`src/rtl/multicycle_ctrl_pkg.sv`:
```
// ---------------------------------------------------------------------------
// ctrl_pkg: shared types and constants for the RV32I multi-cycle controller.
//   state_e     - controller FSM states
//   alu_op_e    - ALU operation codes driven on alu_op_o
//   dec_mode_e  - which instruction class the ALU-op decoder interprets
//   OP_*        - RV32I major opcodes (instr[6:0])
//   SRC1_*/SRC2_* - ALU operand select encodings
//   branch_taken  - resolves a branch from funct3 and the ALU zero flag
// ---------------------------------------------------------------------------
package ctrl_pkg;

  typedef enum logic [3:0] {
    S_FETCH    = 4'd0,
    S_DECODE   = 4'd1,
    S_EXEC_R   = 4'd2,
    S_EXEC_I   = 4'd3,
    S_WB_ALU   = 4'd4,
    S_ADDR     = 4'd5,
    S_MEM_RD   = 4'd6,
    S_MEM_WR   = 4'd7,
    S_WB_MEM   = 4'd8,
    S_BRANCH   = 4'd9,
    S_JAL      = 4'd10,
    S_JALR_TGT = 4'd11,
    S_JALR     = 4'd12,
    S_UPPER    = 4'd13,
    S_ILLEGAL  = 4'd14
  } state_e;

  localparam state_e ResetState = S_FETCH;

  typedef enum logic [3:0] {
    ALU_ADD  = 4'd0,
    ALU_SUB  = 4'd1,
    ALU_AND  = 4'd2,
    ALU_OR   = 4'd3,
    ALU_XOR  = 4'd4,
    ALU_SLL  = 4'd5,
    ALU_SRL  = 4'd6,
    ALU_SRA  = 4'd7,
    ALU_SLT  = 4'd8,
    ALU_SLTU = 4'd9
  } alu_op_e;

  typedef enum logic [1:0] {
    DEC_R  = 2'd0,
    DEC_I  = 2'd1,
    DEC_BR = 2'd2
  } dec_mode_e;

  localparam logic [6:0] OP_R      = 7'b0110011;
  localparam logic [6:0] OP_I      = 7'b0010011;
  localparam logic [6:0] OP_LOAD   = 7'b0000011;
  localparam logic [6:0] OP_STORE  = 7'b0100011;
  localparam logic [6:0] OP_BRANCH = 7'b1100011;
  localparam logic [6:0] OP_JAL    = 7'b1101111;
  localparam logic [6:0] OP_JALR   = 7'b1100111;
  localparam logic [6:0] OP_LUI    = 7'b0110111;
  localparam logic [6:0] OP_AUIPC  = 7'b0010111;

  localparam logic       SRC1_RS1  = 1'b0;
  localparam logic       SRC1_PC   = 1'b1;
  localparam logic [1:0] SRC2_RS2  = 2'd0;
  localparam logic [1:0] SRC2_IMM  = 2'd1;
  localparam logic [1:0] SRC2_FOUR = 2'd2;

  // EQ/GE/GEU branch on zero, NE/LT/LTU on non-zero; funct3 bits 2 and 0
  // each flip the sense, so the whole table collapses to an XOR.
  function automatic logic branch_taken(input logic [2:0] f3, input logic zero);
    return zero ^ f3[2] ^ f3[0];
  endfunction

endpackage

```
`src/rtl/multicycle_ctrl_if.sv`:
```
// ---------------------------------------------------------------------------
// multicycle_ctrl_if: data-memory request/ready handshake of the controller.
//   mem_r_en_o  - read request, held until mem_ready_i
//   mem_wr_en_o - write request, held until mem_ready_i
//   mem_ready_i - access complete
// master = controller side, slave = memory/arbiter side.
// ---------------------------------------------------------------------------
interface multicycle_ctrl_if;
  logic mem_r_en_o;
  logic mem_wr_en_o;
  logic mem_ready_i;

  modport master (output mem_r_en_o, output mem_wr_en_o, input mem_ready_i);
  modport slave  (input mem_r_en_o, input mem_wr_en_o, output mem_ready_i);
endinterface

```
`src/rtl/multicycle_ctrl_alu_op_decoder.sv`:
```
// ---------------------------------------------------------------------------
// alu_op_decoder: combinational funct3/funct7 -> ALU operation.
//   mode_i    - DEC_R (register ops), DEC_I (immediate ops), DEC_BR (branches)
//   funct3_i  - instr[14:12]
//   funct7_i  - instr[31:25]
//   alu_op_o  - selected ALU operation (ADD when illegal)
//   illegal_o - encoding not defined for this mode
// ---------------------------------------------------------------------------
module alu_op_decoder
  import ctrl_pkg::*;
(
  input  dec_mode_e  mode_i,
  input  logic [2:0] funct3_i,
  input  logic [6:0] funct7_i,
  output alu_op_e    alu_op_o,
  output logic       illegal_o
);

  logic    w_alt;
  logic    w_r_f7_ok;
  alu_op_e w_arith_op;
  alu_op_e w_br_op;
  logic    w_br_bad;

  // funct7[5] selects SUB/SRA; immediates only honour it for shifts
  // because for ADDI it is an immediate bit.
  assign w_alt = funct7_i[5];

  // R-type: funct7 must be all zero, or 0100000 only for SUB and SRA.
  assign w_r_f7_ok = (funct7_i == 7'b0000000) ||
                     ((funct7_i == 7'b0100000) &&
                      ((funct3_i == 3'b000) || (funct3_i == 3'b101)));

  // Arithmetic/logic operation for register and immediate forms.
  always_comb begin
    w_arith_op = ALU_ADD;
    case (funct3_i)
      3'b000:  w_arith_op = (w_alt && (mode_i == DEC_R)) ? ALU_SUB : ALU_ADD;
      3'b001:  w_arith_op = ALU_SLL;
      3'b010:  w_arith_op = ALU_SLT;
      3'b011:  w_arith_op = ALU_SLTU;
      3'b100:  w_arith_op = ALU_XOR;
      3'b101:  w_arith_op = w_alt ? ALU_SRA : ALU_SRL;
      3'b110:  w_arith_op = ALU_OR;
      3'b111:  w_arith_op = ALU_AND;
      default: w_arith_op = ALU_ADD;
    endcase
  end

  // Branch compare operation; funct3 010/011 have no branch meaning.
  always_comb begin
    w_br_op  = ALU_ADD;
    w_br_bad = 1'b0;
    case (funct3_i)
      3'b000, 3'b001: w_br_op = ALU_SUB;
      3'b100, 3'b101: w_br_op = ALU_SLT;
      3'b110, 3'b111: w_br_op = ALU_SLTU;
      default:        w_br_bad = 1'b1;
    endcase
  end

  // Final mux by instruction class.
  always_comb begin
    alu_op_o  = ALU_ADD;
    illegal_o = 1'b0;
    case (mode_i)
      DEC_BR: begin
        alu_op_o  = w_br_op;
        illegal_o = w_br_bad;
      end
      DEC_R: begin
        alu_op_o  = w_r_f7_ok ? w_arith_op : ALU_ADD;
        illegal_o = !w_r_f7_ok;
      end
      default: begin
        alu_op_o  = w_arith_op;
        illegal_o = 1'b0;
      end
    endcase
  end

endmodule

```
`src/rtl/multicycle_ctrl.sv`:
```
// ---------------------------------------------------------------------------
// multicycle_ctrl: RV32I multi-cycle control FSM.
// Sequences fetch/decode/execute/memory/writeback and drives the datapath
// enables and selects. Outputs decode the state register (Moore) except the
// branch PC write, which also depends on zero_i.
//   clk_i, rst_i          - clock, synchronous active-high reset
//   op_code_i/funct3_i/funct7_i - fields of the latched instruction
//   zero_i                - ALU result is zero
//   mem_if (master)       - data-memory request/ready handshake
//   ir_wr_en_o, pc_wr_en_o, pc_src_sel_o, alu_src1_sel_o, alu_src2_sel_o,
//   alu_op_o, regf_wr_en_o, regf_wr_src_sel_o - datapath controls
//   illegal_o             - sticky illegal-instruction flag
// Optional: define PERF_CNT_EN to add cycle_cnt_o / instret_cnt_o (64-bit).
// ---------------------------------------------------------------------------
module multicycle_ctrl
  import ctrl_pkg::*;
(
  input  logic               clk_i,
  input  logic               rst_i,
  input  logic [6:0]         op_code_i,
  input  logic [2:0]         funct3_i,
  input  logic [6:0]         funct7_i,
  input  logic               zero_i,
  multicycle_ctrl_if.master  mem_if,
  output logic               ir_wr_en_o,
  output logic               pc_wr_en_o,
  output logic               pc_src_sel_o,
  output logic               alu_src1_sel_o,
  output logic [1:0]         alu_src2_sel_o,
  output logic [3:0]         alu_op_o,
  output logic               regf_wr_en_o,
  output logic               regf_wr_src_sel_o,
  output logic               illegal_o
`ifdef PERF_CNT_EN
  ,
  output logic [63:0]        cycle_cnt_o,
  output logic [63:0]        instret_cnt_o
`endif
);

  state_e    r_state;
  state_e    w_state_nxt;
  dec_mode_e w_dec_mode;
  alu_op_e   w_dec_alu_op;
  logic      w_dec_illegal;
  logic      r_illegal;
  logic      w_mem_r_en;
  logic      w_mem_wr_en;

  assign w_dec_mode = (r_state == S_BRANCH) ? DEC_BR :
                      (r_state == S_EXEC_R) ? DEC_R  : DEC_I;

  alu_op_decoder u_alu_op_decoder (
    .mode_i    (w_dec_mode),
    .funct3_i  (funct3_i),
    .funct7_i  (funct7_i),
    .alu_op_o  (w_dec_alu_op),
    .illegal_o (w_dec_illegal)
  );

  // State register.
  always_ff @(posedge clk_i) begin
    if (rst_i) begin
      r_state <= ResetState;
    end else begin
      r_state <= w_state_nxt;
    end
  end

  // Sticky illegal flag: set on entry to S_ILLEGAL, cleared only by reset.
  always_ff @(posedge clk_i) begin
    if (rst_i) begin
      r_illegal <= 1'b0;
    end else begin
      r_illegal <= r_illegal | (w_state_nxt == S_ILLEGAL);
    end
  end

  // Next-state and datapath control decode.
  always_comb begin
    w_state_nxt       = r_state;
    ir_wr_en_o        = 1'b0;
    pc_wr_en_o        = 1'b0;
    pc_src_sel_o      = 1'b0;
    alu_src1_sel_o    = SRC1_RS1;
    alu_src2_sel_o    = SRC2_RS2;
    alu_op_o          = ALU_ADD;
    regf_wr_en_o      = 1'b0;
    regf_wr_src_sel_o = 1'b0;
    w_mem_r_en        = 1'b0;
    w_mem_wr_en       = 1'b0;
    case (r_state)
      S_FETCH: begin
        ir_wr_en_o     = 1'b1;
        pc_wr_en_o     = 1'b1;
        alu_src1_sel_o = SRC1_PC;
        alu_src2_sel_o = SRC2_FOUR;
        w_state_nxt    = S_DECODE;
      end
      S_DECODE: begin
        // old PC + imm is captured as the branch/jump target
        alu_src1_sel_o = SRC1_PC;
        alu_src2_sel_o = SRC2_IMM;
        case (op_code_i)
          OP_R:               w_state_nxt = S_EXEC_R;
          OP_I:               w_state_nxt = S_EXEC_I;
          OP_LOAD, OP_STORE:  w_state_nxt = S_ADDR;
          OP_BRANCH:          w_state_nxt = S_BRANCH;
          OP_JAL:             w_state_nxt = S_JAL;
          // target first, so a link write to rd == rs1 cannot corrupt it
          OP_JALR:            w_state_nxt = S_JALR_TGT;
          OP_LUI, OP_AUIPC:   w_state_nxt = S_UPPER;
          default:            w_state_nxt = S_ILLEGAL;
        endcase
      end
      S_EXEC_R: begin
        alu_src2_sel_o = SRC2_RS2;
        alu_op_o       = w_dec_alu_op;
        w_state_nxt    = w_dec_illegal ? S_ILLEGAL : S_WB_ALU;
      end
      S_EXEC_I: begin
        alu_src2_sel_o = SRC2_IMM;
        alu_op_o       = w_dec_alu_op;
        w_state_nxt    = S_WB_ALU;
      end
      S_WB_ALU: begin
        regf_wr_en_o = 1'b1;
        w_state_nxt  = S_FETCH;
      end
      S_ADDR: begin
        alu_src2_sel_o = SRC2_IMM;
        w_state_nxt    = (op_code_i == OP_LOAD) ? S_MEM_RD : S_MEM_WR;
      end
      S_MEM_RD: begin
        w_mem_r_en  = 1'b1;
        w_state_nxt = mem_if.mem_ready_i ? S_WB_MEM : S_MEM_RD;
      end
      S_MEM_WR: begin
        w_mem_wr_en = 1'b1;
        w_state_nxt = mem_if.mem_ready_i ? S_FETCH : S_MEM_WR;
      end
      S_WB_MEM: begin
        regf_wr_en_o      = 1'b1;
        regf_wr_src_sel_o = 1'b1;
        w_state_nxt       = S_FETCH;
      end
      S_BRANCH: begin
        alu_src2_sel_o = SRC2_RS2;
        alu_op_o       = w_dec_alu_op;
        pc_src_sel_o   = 1'b1;
        pc_wr_en_o     = !w_dec_illegal && branch_taken(funct3_i, zero_i);
        w_state_nxt    = w_dec_illegal ? S_ILLEGAL : S_FETCH;
      end
      S_JAL: begin
        alu_src1_sel_o = SRC1_PC;
        alu_src2_sel_o = SRC2_FOUR;
        regf_wr_en_o   = 1'b1;
        pc_src_sel_o   = 1'b1;
        pc_wr_en_o     = 1'b1;
        w_state_nxt    = S_FETCH;
      end
      S_JALR_TGT: begin
        // PC <= rs1 + imm straight from the ALU; datapath clears bit 0
        alu_src2_sel_o = SRC2_IMM;
        pc_wr_en_o     = 1'b1;
        w_state_nxt    = S_JALR;
      end
      S_JALR: begin
        alu_src1_sel_o = SRC1_PC;
        alu_src2_sel_o = SRC2_FOUR;
        regf_wr_en_o   = 1'b1;
        w_state_nxt    = S_FETCH;
      end
      S_UPPER: begin
        // LUI adds imm to operand A read as x0 by the datapath for U-type
        alu_src1_sel_o = (op_code_i == OP_AUIPC) ? SRC1_PC : SRC1_RS1;
        alu_src2_sel_o = SRC2_IMM;
        w_state_nxt    = S_WB_ALU;
      end
      S_ILLEGAL: begin
        w_state_nxt = S_ILLEGAL;
      end
      default: begin
        w_state_nxt = ResetState;
      end
    endcase
  end

  assign mem_if.mem_r_en_o  = w_mem_r_en;
  assign mem_if.mem_wr_en_o = w_mem_wr_en;
  assign illegal_o          = r_illegal;

`ifdef PERF_CNT_EN
  logic [63:0] r_cycle_cnt;
  logic [63:0] r_instret_cnt;

  // Free-running cycle counter and retired-instruction counter; an
  // instruction retires on the step back into S_FETCH.
  always_ff @(posedge clk_i) begin
    if (rst_i) begin
      r_cycle_cnt   <= 64'd0;
      r_instret_cnt <= 64'd0;
    end else begin
      r_cycle_cnt <= r_cycle_cnt + 64'd1;
      if ((r_state != S_FETCH) && (w_state_nxt == S_FETCH)) begin
        r_instret_cnt <= r_instret_cnt + 64'd1;
      end else begin
        r_instret_cnt <= r_instret_cnt;
      end
    end
  end

  assign cycle_cnt_o   = r_cycle_cnt;
  assign instret_cnt_o = r_instret_cnt;
`endif

endmodule
```
`src/flat_wrapper.sv`:
```
// flat-port wrapper written by rule: the top's interface ports become plain ports
module multicycle_ctrl_flat import ctrl_pkg::*;
  (clk_i, rst_i, op_code_i, funct3_i, funct7_i, zero_i, ir_wr_en_o, pc_wr_en_o, pc_src_sel_o, alu_src1_sel_o, alu_src2_sel_o, alu_op_o, regf_wr_en_o, regf_wr_src_sel_o, illegal_o, mem_if_mem_r_en_o, mem_if_mem_wr_en_o, mem_if_mem_ready_i);
  multicycle_ctrl_if mem_if_i ();
  input  logic clk_i;
  input  logic rst_i;
  input  logic [6:0] op_code_i;
  input  logic [2:0] funct3_i;
  input  logic [6:0] funct7_i;
  input  logic zero_i;
  output logic ir_wr_en_o;
  output logic pc_wr_en_o;
  output logic pc_src_sel_o;
  output logic alu_src1_sel_o;
  output logic [1:0] alu_src2_sel_o;
  output logic [3:0] alu_op_o;
  output logic regf_wr_en_o;
  output logic regf_wr_src_sel_o;
  output logic illegal_o;
  output wire logic [$bits(mem_if_i.mem_r_en_o)-1:0] mem_if_mem_r_en_o;
  output wire logic [$bits(mem_if_i.mem_wr_en_o)-1:0] mem_if_mem_wr_en_o;
  input wire logic [$bits(mem_if_i.mem_ready_i)-1:0] mem_if_mem_ready_i;
  assign mem_if_mem_r_en_o = mem_if_i.mem_r_en_o;
  assign mem_if_mem_wr_en_o = mem_if_i.mem_wr_en_o;
  assign mem_if_i.mem_ready_i = mem_if_mem_ready_i;
  multicycle_ctrl u_core (.clk_i(clk_i), .rst_i(rst_i), .op_code_i(op_code_i), .funct3_i(funct3_i), .funct7_i(funct7_i), .zero_i(zero_i), .mem_if(mem_if_i), .ir_wr_en_o(ir_wr_en_o), .pc_wr_en_o(pc_wr_en_o), .pc_src_sel_o(pc_src_sel_o), .alu_src1_sel_o(alu_src1_sel_o), .alu_src2_sel_o(alu_src2_sel_o), .alu_op_o(alu_op_o), .regf_wr_en_o(regf_wr_en_o), .regf_wr_src_sel_o(regf_wr_src_sel_o), .illegal_o(illegal_o));
endmodule
```
`config.mk`:
```
export PLATFORM = sky130hd
export DESIGN_NAME = multicycle_ctrl_flat
export DESIGN_NICKNAME = d
export VERILOG_FILES = /design/src/rtl/multicycle_ctrl_pkg.sv /design/src/rtl/multicycle_ctrl_if.sv /design/src/rtl/multicycle_ctrl_alu_op_decoder.sv /design/src/rtl/multicycle_ctrl.sv /design/src/flat_wrapper.sv
export SDC_FILE = /design/constraint.sdc
export NUM_CORES = 1
export LEC_CHECK = 0
export ABC_AREA = 1
export CAP_MARGIN = 5
export CORE_MARGIN = 10
export CORE_UTILIZATION = 25
export CTS_CLUSTER_DIAMETER = 50
export DETAILED_ROUTE_END_ITERATION = 8
export PLACE_DENSITY = 0.49
export SLEW_MARGIN = 40
export SYNTH_ARGS = -nofsm -noshare
export SYNTH_HDL_FRONTEND = slang
export SYNTH_HIERARCHICAL = 1
export SYNTH_SLANG_ARGS = --single-unit
```
`constraint.sdc`:
```
create_clock -name clk_i -period 2.4 [get_ports clk_i]
set_input_delay 0.48 -clock clk_i [delete_from_list [all_inputs] [get_ports clk_i]]
set_output_delay 0.48 -clock clk_i [all_outputs]
set_load 0.005 [all_outputs]
```
## After elaboration in Yosys (flattened, before gate mapping)

Cells that the tools add are included.

| storage, ports and cells | value |
|---|---|
| input bits | 21 |
| bits in registers | 5 |

| cells by class | value |
|---|---|
| equality and inequality tests | 33 |
| bitwise logic cells | 3 |
| muxes and demuxes | 28 |
| reductions and logical operators | 25 |

Operators with widths:

| operator | count |
|---|---|
| $pmux W4 S10 | 1 |
| $eq A4 B4 Y1 const B | 8 |
| $pmux W4 S8 | 1 |
| $eq A7 B6 Y1 const B | 4 |
| $pmux W4 S7 | 1 |
| $eq A7 B7 Y1 const B | 3 |
| $mux W4 | 5 |
| $eq A4 B3 Y1 const B | 4 |
| $eq A7 B5 Y1 const B | 2 |
| $reduce_or A2 Y1 | 7 |
| $eq A3 B3 Y1 const B | 4 |
| $mux W1 | 12 |
| $pmux W4 S3 | 1 |
| $reduce_or A3 Y1 | 3 |
| $eq A4 B2 Y1 const B | 2 |
| $pmux W4 S2 | 1 |
| $reduce_or A4 Y1 | 2 |
| $eq A7 B2 Y1 const B | 1 |
| $logic_not A7 Y1 | 1 |
| $eq A3 B2 Y1 const B | 2 |
| $pmux W1 S2 | 3 |
| $reduce_or A6 Y1 | 1 |
| $reduce_or A5 Y1 | 1 |
| $eq A4 B1 Y1 const B | 1 |
| 13 further kinds | 18 |

## Logic depth before layout (Yosys ltp)

| depth | value |
|---|---|
| depth after elaboration | 10 |
| mapped depth | 16 |
| mapped depth without buffers | 15 |

## By module

The synthesis kept the hierarchy.

Modules (own cells, without submodules):

| module | cells an instance | instances | area each (µm²) |
|---|---|---|---|
| multicycle_ctrl | 126 | 1 | 684.4 |
| alu_op_decoder | 48 | 1 | 205.2 |

## Worst setup path before layout

No wires, ideal clock.

| path | value |
|---|---|
| kind | register -> output |
| start | reg u_core.r_state[1] |
| end | out pc_wr_en_o |
| data arrival time | 1.704 ns |
| data required time | 1.920 ns |
| cell stages (with the launch flop) | 12 |
| path buffers | 1 |
| slack | 0.216 ns |
| cell sequence | dfxtp_1 -> buf_4 -> inv_2 -> nand2_4 -> inv_2 -> nand2_2 -> inv_1 -> nor2_1 -> nor2_2 -> inv_1 -> o21ai_1 -> o311ai_0 |

| on the way | value |
|---|---|
| elaborated cells between the ends (all ways) | 14 |
| those cells by class | eq/ne: 5; mux: 4; reduce/logical: 5 |

RTL lines:

| what | RTL line | text |
|---|---|---|
| start: declaration | multicycle_ctrl.sv:41 | `state_e r_state;` |
| start signal: assignment | multicycle_ctrl.sv:64 | `r_state <= ResetState;` |
| start signal: assignment | multicycle_ctrl.sv:66 | `r_state <= w_state_nxt;` |
| $eq A4 B4 Y1 * | multicycle_ctrl.sv:50 | `assign w_dec_mode = (r_state == S_BRANCH) ? DEC_BR :` |
| $mux W2 * | multicycle_ctrl.sv:50 |  |
| via u_core.w_dec_mode[1] | multicycle_ctrl.sv:43 | `dec_mode_e w_dec_mode;` |
| $eq A2 B2 Y1 / $logic_not A2 Y1 (equally long branches) | multicycle_ctrl_alu_op_decoder.sv:66 | `case (mode_i)` |
| $pmux W1 S2 * | multicycle_ctrl_alu_op_decoder.sv:66 |  |
| via u_core.w_dec_illegal | multicycle_ctrl.sv:45 | `logic w_dec_illegal;` |
| $logic_not A1 Y1 * | multicycle_ctrl.sv:151 | `pc_wr_en_o = !w_dec_illegal && branch_taken(funct3_i, zero_i);` |
| $logic_and A1 B1 Y1 * | multicycle_ctrl.sv:151 |  |
| $pmux W1 S2 * | multicycle_ctrl.sv:92 | `case (r_state)` |
| end: declaration | flat_wrapper.sv:12 | `output logic pc_wr_en_o;` |

The timed path passes the listed nets; every way through them passes the cells marked *.

## Worst setup path after layout

| path | value |
|---|---|
| start | reg u_core.r_state[1] |
| end | out regf_wr_en_o |

| on the way | value |
|---|---|
| longest elaborated chain between the ends | 3 |
| elaborated cells between the ends (all ways) | 6 |
| those cells by class | eq/ne: 4; mux: 1; reduce/logical: 1 |

Ends and longest elaborated chain:

| what | RTL line | text |
|---|---|---|
| $eq A4 B3 Y1 / $eq A4 B4 Y1 (equally long branches) | multicycle_ctrl.sv:92 |  |
| $reduce_or A4 Y1 (no source line) * | - |  |
| $mux W1 * | multicycle_ctrl.sv:92 |  |
| end: declaration | flat_wrapper.sv:17 | `output logic regf_wr_en_o;` |

Mark *: on every way between the ends. The rest lies on a longest branch, timed or not.

==> summary.log <==
INFO  status         outcome=complete, no violations
INFO  critical_path  setup.worst_path.class=flop to primary output
INFO  cts            clk_path_buf_depth=2
INFO  critical_path  critical_path.startpoint_type=flop
INFO  placement      dpl.cell_count=288
INFO  power_and_ir_drop post-layout-total-power=1310µW
INFO  sta            timing.slew.headroom=80.4%
INFO  finish         final_util=47.8%
INFO  finish         fill_cells=359
INFO  placement      final_gp_congestion=0.893
INFO  routing        total_drc_errors_in_the_routed_layout=0
INFO  global_route   globalRouteOverflowTotal=0
INFO  finish         multi_input_comb_area=697µm²
INFO  die            rows=21
INFO  critical_path  timing.critical_path.cells=buf_4 -> buf_4 -> nor2_1 -> inv_1 -> o21ai_0 -> clkdlybuf4s50_1
INFO  routing        vias=1290
INFO  sta            slew_violations=0
INFO  critical_path  reg_to_reg_slack_setup=0.42ns
INFO  synthesis      synth.distinct_cells=26
INFO  routing        drt_pre_antenna_iters=4
INFO  cts            clk_pin_slew_worst_paths=0.04ns
INFO  finish         storage_cell_area=104µm²
INFO  worst_hold_path worst_hold_path.num_cells=2
INFO  critical_path  crit_path_end_kind=primary output
INFO  global_route   grt_start_max_net_pins=9
INFO  synthesis      async_reset_ff_share=0%
INFO  sta            grt_setup_unrepaired=true
INFO  worst_hold_path hold_class=flop to flop
INFO  finish         post_layout_nonfiller_instances=294
INFO  critical_path  worst-endpoint-required=1.92ns
INFO  synthesis      area_leader_netlist=sky130_fd_sc_hd__nand2_1
INFO  global_route   grt_pass1_wl=5220µm
INFO  sta            totalNegativeSetupSlack=0ns
INFO  cts            cts_max_level=1
INFO  routing        detail_route.iter0.violations=56
INFO  synthesis      yosys.cell_count.top_type=sky130_fd_sc_hd__nand2_1
INFO  critical_path  cp.buffers_inverters=4
INFO  global_route   initial_antenna_violation_count=0
INFO  synthesis      post_synth_instance_area=890µm²
INFO  synthesis      synth_area_leaders=sky130_fd_sc_hd__nand2_1 (21%), sky130_fd_sc_hd__inv_1 (11%), sky130_fd_sc_hd__nor2_1 (11%)
INFO  routing        route.detailed.vias_per_inst=4.39
INFO  finish         flow.area_growth_from_synthesis=82.3%
INFO  synthesis      share_of_yosys_cell_area_claimed_by_the_top_area_cell_type=20.7%
INFO  sta            setup-violations-final=0
INFO  cts            cts-root-buf=sky130_fd_sc_hd__clkbuf_4
INFO  cts            numCtsBuffers=3
INFO  sta            worst_clock_skew=0.00206ns
INFO  synthesis      synth-seq-area-share=11.3%
INFO  critical_path  critical_path_s_slowest_cell=sky130_fd_sc_hd__clkdlybuf4s50_1
INFO  cts            clkSinkCount=5
INFO  critical_path  worstSetupPathDepth=6
INFO  synthesis      ys.warnings.count=6
INFO  finish         drive_gt1_share=33.1%
INFO  finish         antennaDiodeCount=0
INFO  critical_path  path_max_fanout=8
INFO  die            io-pin-count=36
INFO  die            fp.dieArea=6340µm²
INFO  synthesis      syn-instance-count=174
INFO  cts            clk_latency=0.23ns
INFO  power_and_ir_drop irDropWorstVdd=0.367mV
INFO  sta            worst-slew-pin-transition=0.295ns
INFO  placement      io_buffer_count=35
INFO  sta            hold_viol_final=0
INFO  critical_path  cell_seen_most_often_among_critical_path_stages=sky130_fd_sc_hd__buf_4
INFO  die            floorplan.core_area=3390µm²
INFO  finish         layout.nets=270
INFO  critical_path  cp_data_arrival_time=1.81ns
INFO  power_and_ir_drop power.density_cell_area=810nW/µm²
INFO  run            timing.max_cap.violations=0
INFO  critical_path  ff2ff_path_depth=16
INFO  synthesis      yosys_register_bits=5
INFO  global_route   grt_pass1_vias=1297
INFO  critical_path  cp_top_family=buffers and inverters
INFO  sta            final_min_period_over_clock_period=95.4%
INFO  routing        routed_wire_length_per_instance=10.9µm
INFO  synthesis      synth_fp_nets=195
INFO  synthesis      synth_enable_flop_cells=0
INFO  power_and_ir_drop power_leakage=0.000864µW
INFO  synthesis      synth-main-ff-cell=sky130_fd_sc_hd__dfxtp_1
INFO  cts            tritoncts=yes
INFO  die            floorplan.initialDensity=26.2%
INFO  sta            final.min_clock_period=2.29ns
INFO  synthesis      ys_top_cells_by_count=sky130_fd_sc_hd__nand2_1 (49), sky130_fd_sc_hd__inv_1 (27), sky130_fd_sc_hd__nor2_1 (27), sky130_fd_sc_hd__nand3_1 (10), sky130_fd_sc_hd__nor2_2 (9)
INFO  routing        route.antenna.remaining_nets=0
INFO  critical_path  cpPeakStageDelay=0.52ns
INFO  global_route   grt_usage=9.78%
INFO  routing        detail_route.wirelength=3200µm
INFO  synthesis      avgSynthCellArea=5.11µm²
INFO  sta            fmax=437MHz
INFO  placement      detailed_place_hpwl=2760µm
INFO  die            die_w=79.7µm
INFO  die            chipHeight=79.7µm
[report_power, final]
part	total (µW)	switching (µW)	internal, µW
clock network	93.7	31.1	62.6
registers	148	29.4	118
logic	1070	535	538
total	1310	595	719
[stage by stage]
stage | hold WS, ns | instance area [µm²] | setup WS (ns)
3_3_place_gp | 0.450 | 1550 | -0.416
6_report | 0.466 | 1620 | 0.110
2_1_floorplan | 0.451 | 890 | 0.216
4_1_cts | 0.475 | 1560 | 0.0132
5_1_grt | 0.506 | 1620 | -0.0320
3_5_place_dp | 0.468 | 1550 | -0.505
[metal layers]
layer	up-vias	routed length [µm]	GRT usage (%)
met5	-	0	0
met4	0	51	3.23
met3	4	123	1.80
met2	16	1770	19.5
met1	573	1250	9.73
li1	697	-	-
[layout make-up]
type / count / area share [%]
Sequential cell: 5 / 6.40
Clock buffer: 4 / 1.62
Inverter: 34 / 7.87
Multi-Input combinational cell: 134 / 43.0
Tap cell: 46 / 3.55
Timing Repair Buffer: 71 / 37.6
[cells by family (layout without fill, tap and decap cells)]
| family | after synthesis | after routing | share of synthesized area [%] |
|---|---|---|---|
| AOI/OAI and AO/OA | 22 | 22 | 14.8 |
| buffers and inverters | 35 | 109 | 15.2 |
| and+or+nand+nor | 110 | 110 | 56.8 |
| DFF | 5 | 5 | 11.3 |
| xor gates and xnor gates | 2 | 2 | 1.97 |
[final timing paths]
path	startpoint	endpoint
max reg2reg	u_core/r_state[2]$_SDFF_PP0_	u_core/illegal_o$_SDFF_PP0_
min reg2reg	u_core/illegal_o$_SDFF_PP0_	u_core/illegal_o$_SDFF_PP0_
min	u_core/illegal_o$_SDFF_PP0_	u_core/illegal_o$_SDFF_PP0_
max	u_core/r_state[1]$_SDFF_PP0_	regf_wr_en_o
[what timing repair did]
action | 4_1_cts | 5_1_grt
gates resized for setup | 31 | 17
pin swaps | 4 | 13
hold buffers | 0 | 0
setup buffers | 0 | 2
endpoints found under the setup margin | 6 | 5
[sequential cells by signal, summed over array words and instances, names as in the netlist]
signal	cells
u_core/r_state	4
u_core/illegal_o	1
[worst register-to-register path: stages (launching register included)]
cell and delay, ns:
sky130_fd_sc_hd__dfxtp_2 0.32, sky130_fd_sc_hd__inv_2 0.06, sky130_fd_sc_hd__nand2_2 0.07, sky130_fd_sc_hd__inv_2 0.06, sky130_fd_sc_hd__nand2_2 0.05, sky130_fd_sc_hd__inv_1 0.10, sky130_fd_sc_hd__buf_4 0.16, sky130_fd_sc_hd__nor2_4 0.04
sky130_fd_sc_hd__inv_1 0.11, sky130_fd_sc_hd__o21ai_1 0.10, sky130_fd_sc_hd__buf_4 0.15, sky130_fd_sc_hd__o211ai_1 0.19, sky130_fd_sc_hd__nand4_1 0.12, sky130_fd_sc_hd__nor2_1 0.16, sky130_fd_sc_hd__nor2_2 0.06, sky130_fd_sc_hd__nand3_2 0.06
sky130_fd_sc_hd__a21oi_2 0.05
[cell usage in the layout (no fill, tap or decap), types with 2 or more instances in the layout]
master                             n
sky130_fd_sc_hd__nand2_4           2
sky130_fd_sc_hd__nand2_2           7
sky130_fd_sc_hd__clkdlybuf4s50_1  20
sky130_fd_sc_hd__nand3_1          10
sky130_fd_sc_hd__nor2_2            9
sky130_fd_sc_hd__nand2_1          46
sky130_fd_sc_hd__nor2_4            5
sky130_fd_sc_hd__o22ai_1           2
sky130_fd_sc_hd__o211ai_1          2
sky130_fd_sc_hd__nand4_1           3
sky130_fd_sc_hd__dlymetal6s2s_1    6
sky130_fd_sc_hd__a21oi_1           7
sky130_fd_sc_hd__o21ai_1           3
sky130_fd_sc_hd__dfxtp_2           3
sky130_fd_sc_hd__nor2_1           23
sky130_fd_sc_hd__dfxtp_1           2
sky130_fd_sc_hd__inv_1            26
sky130_fd_sc_hd__buf_2             5
sky130_fd_sc_hd__inv_2             8
sky130_fd_sc_hd__o21ai_0           4
sky130_fd_sc_hd__nand3_2           2
sky130_fd_sc_hd__clkbuf_4          3
sky130_fd_sc_hd__dlygate4sd2_1     4
sky130_fd_sc_hd__buf_4            35
(Power assumes the default switching activity.)
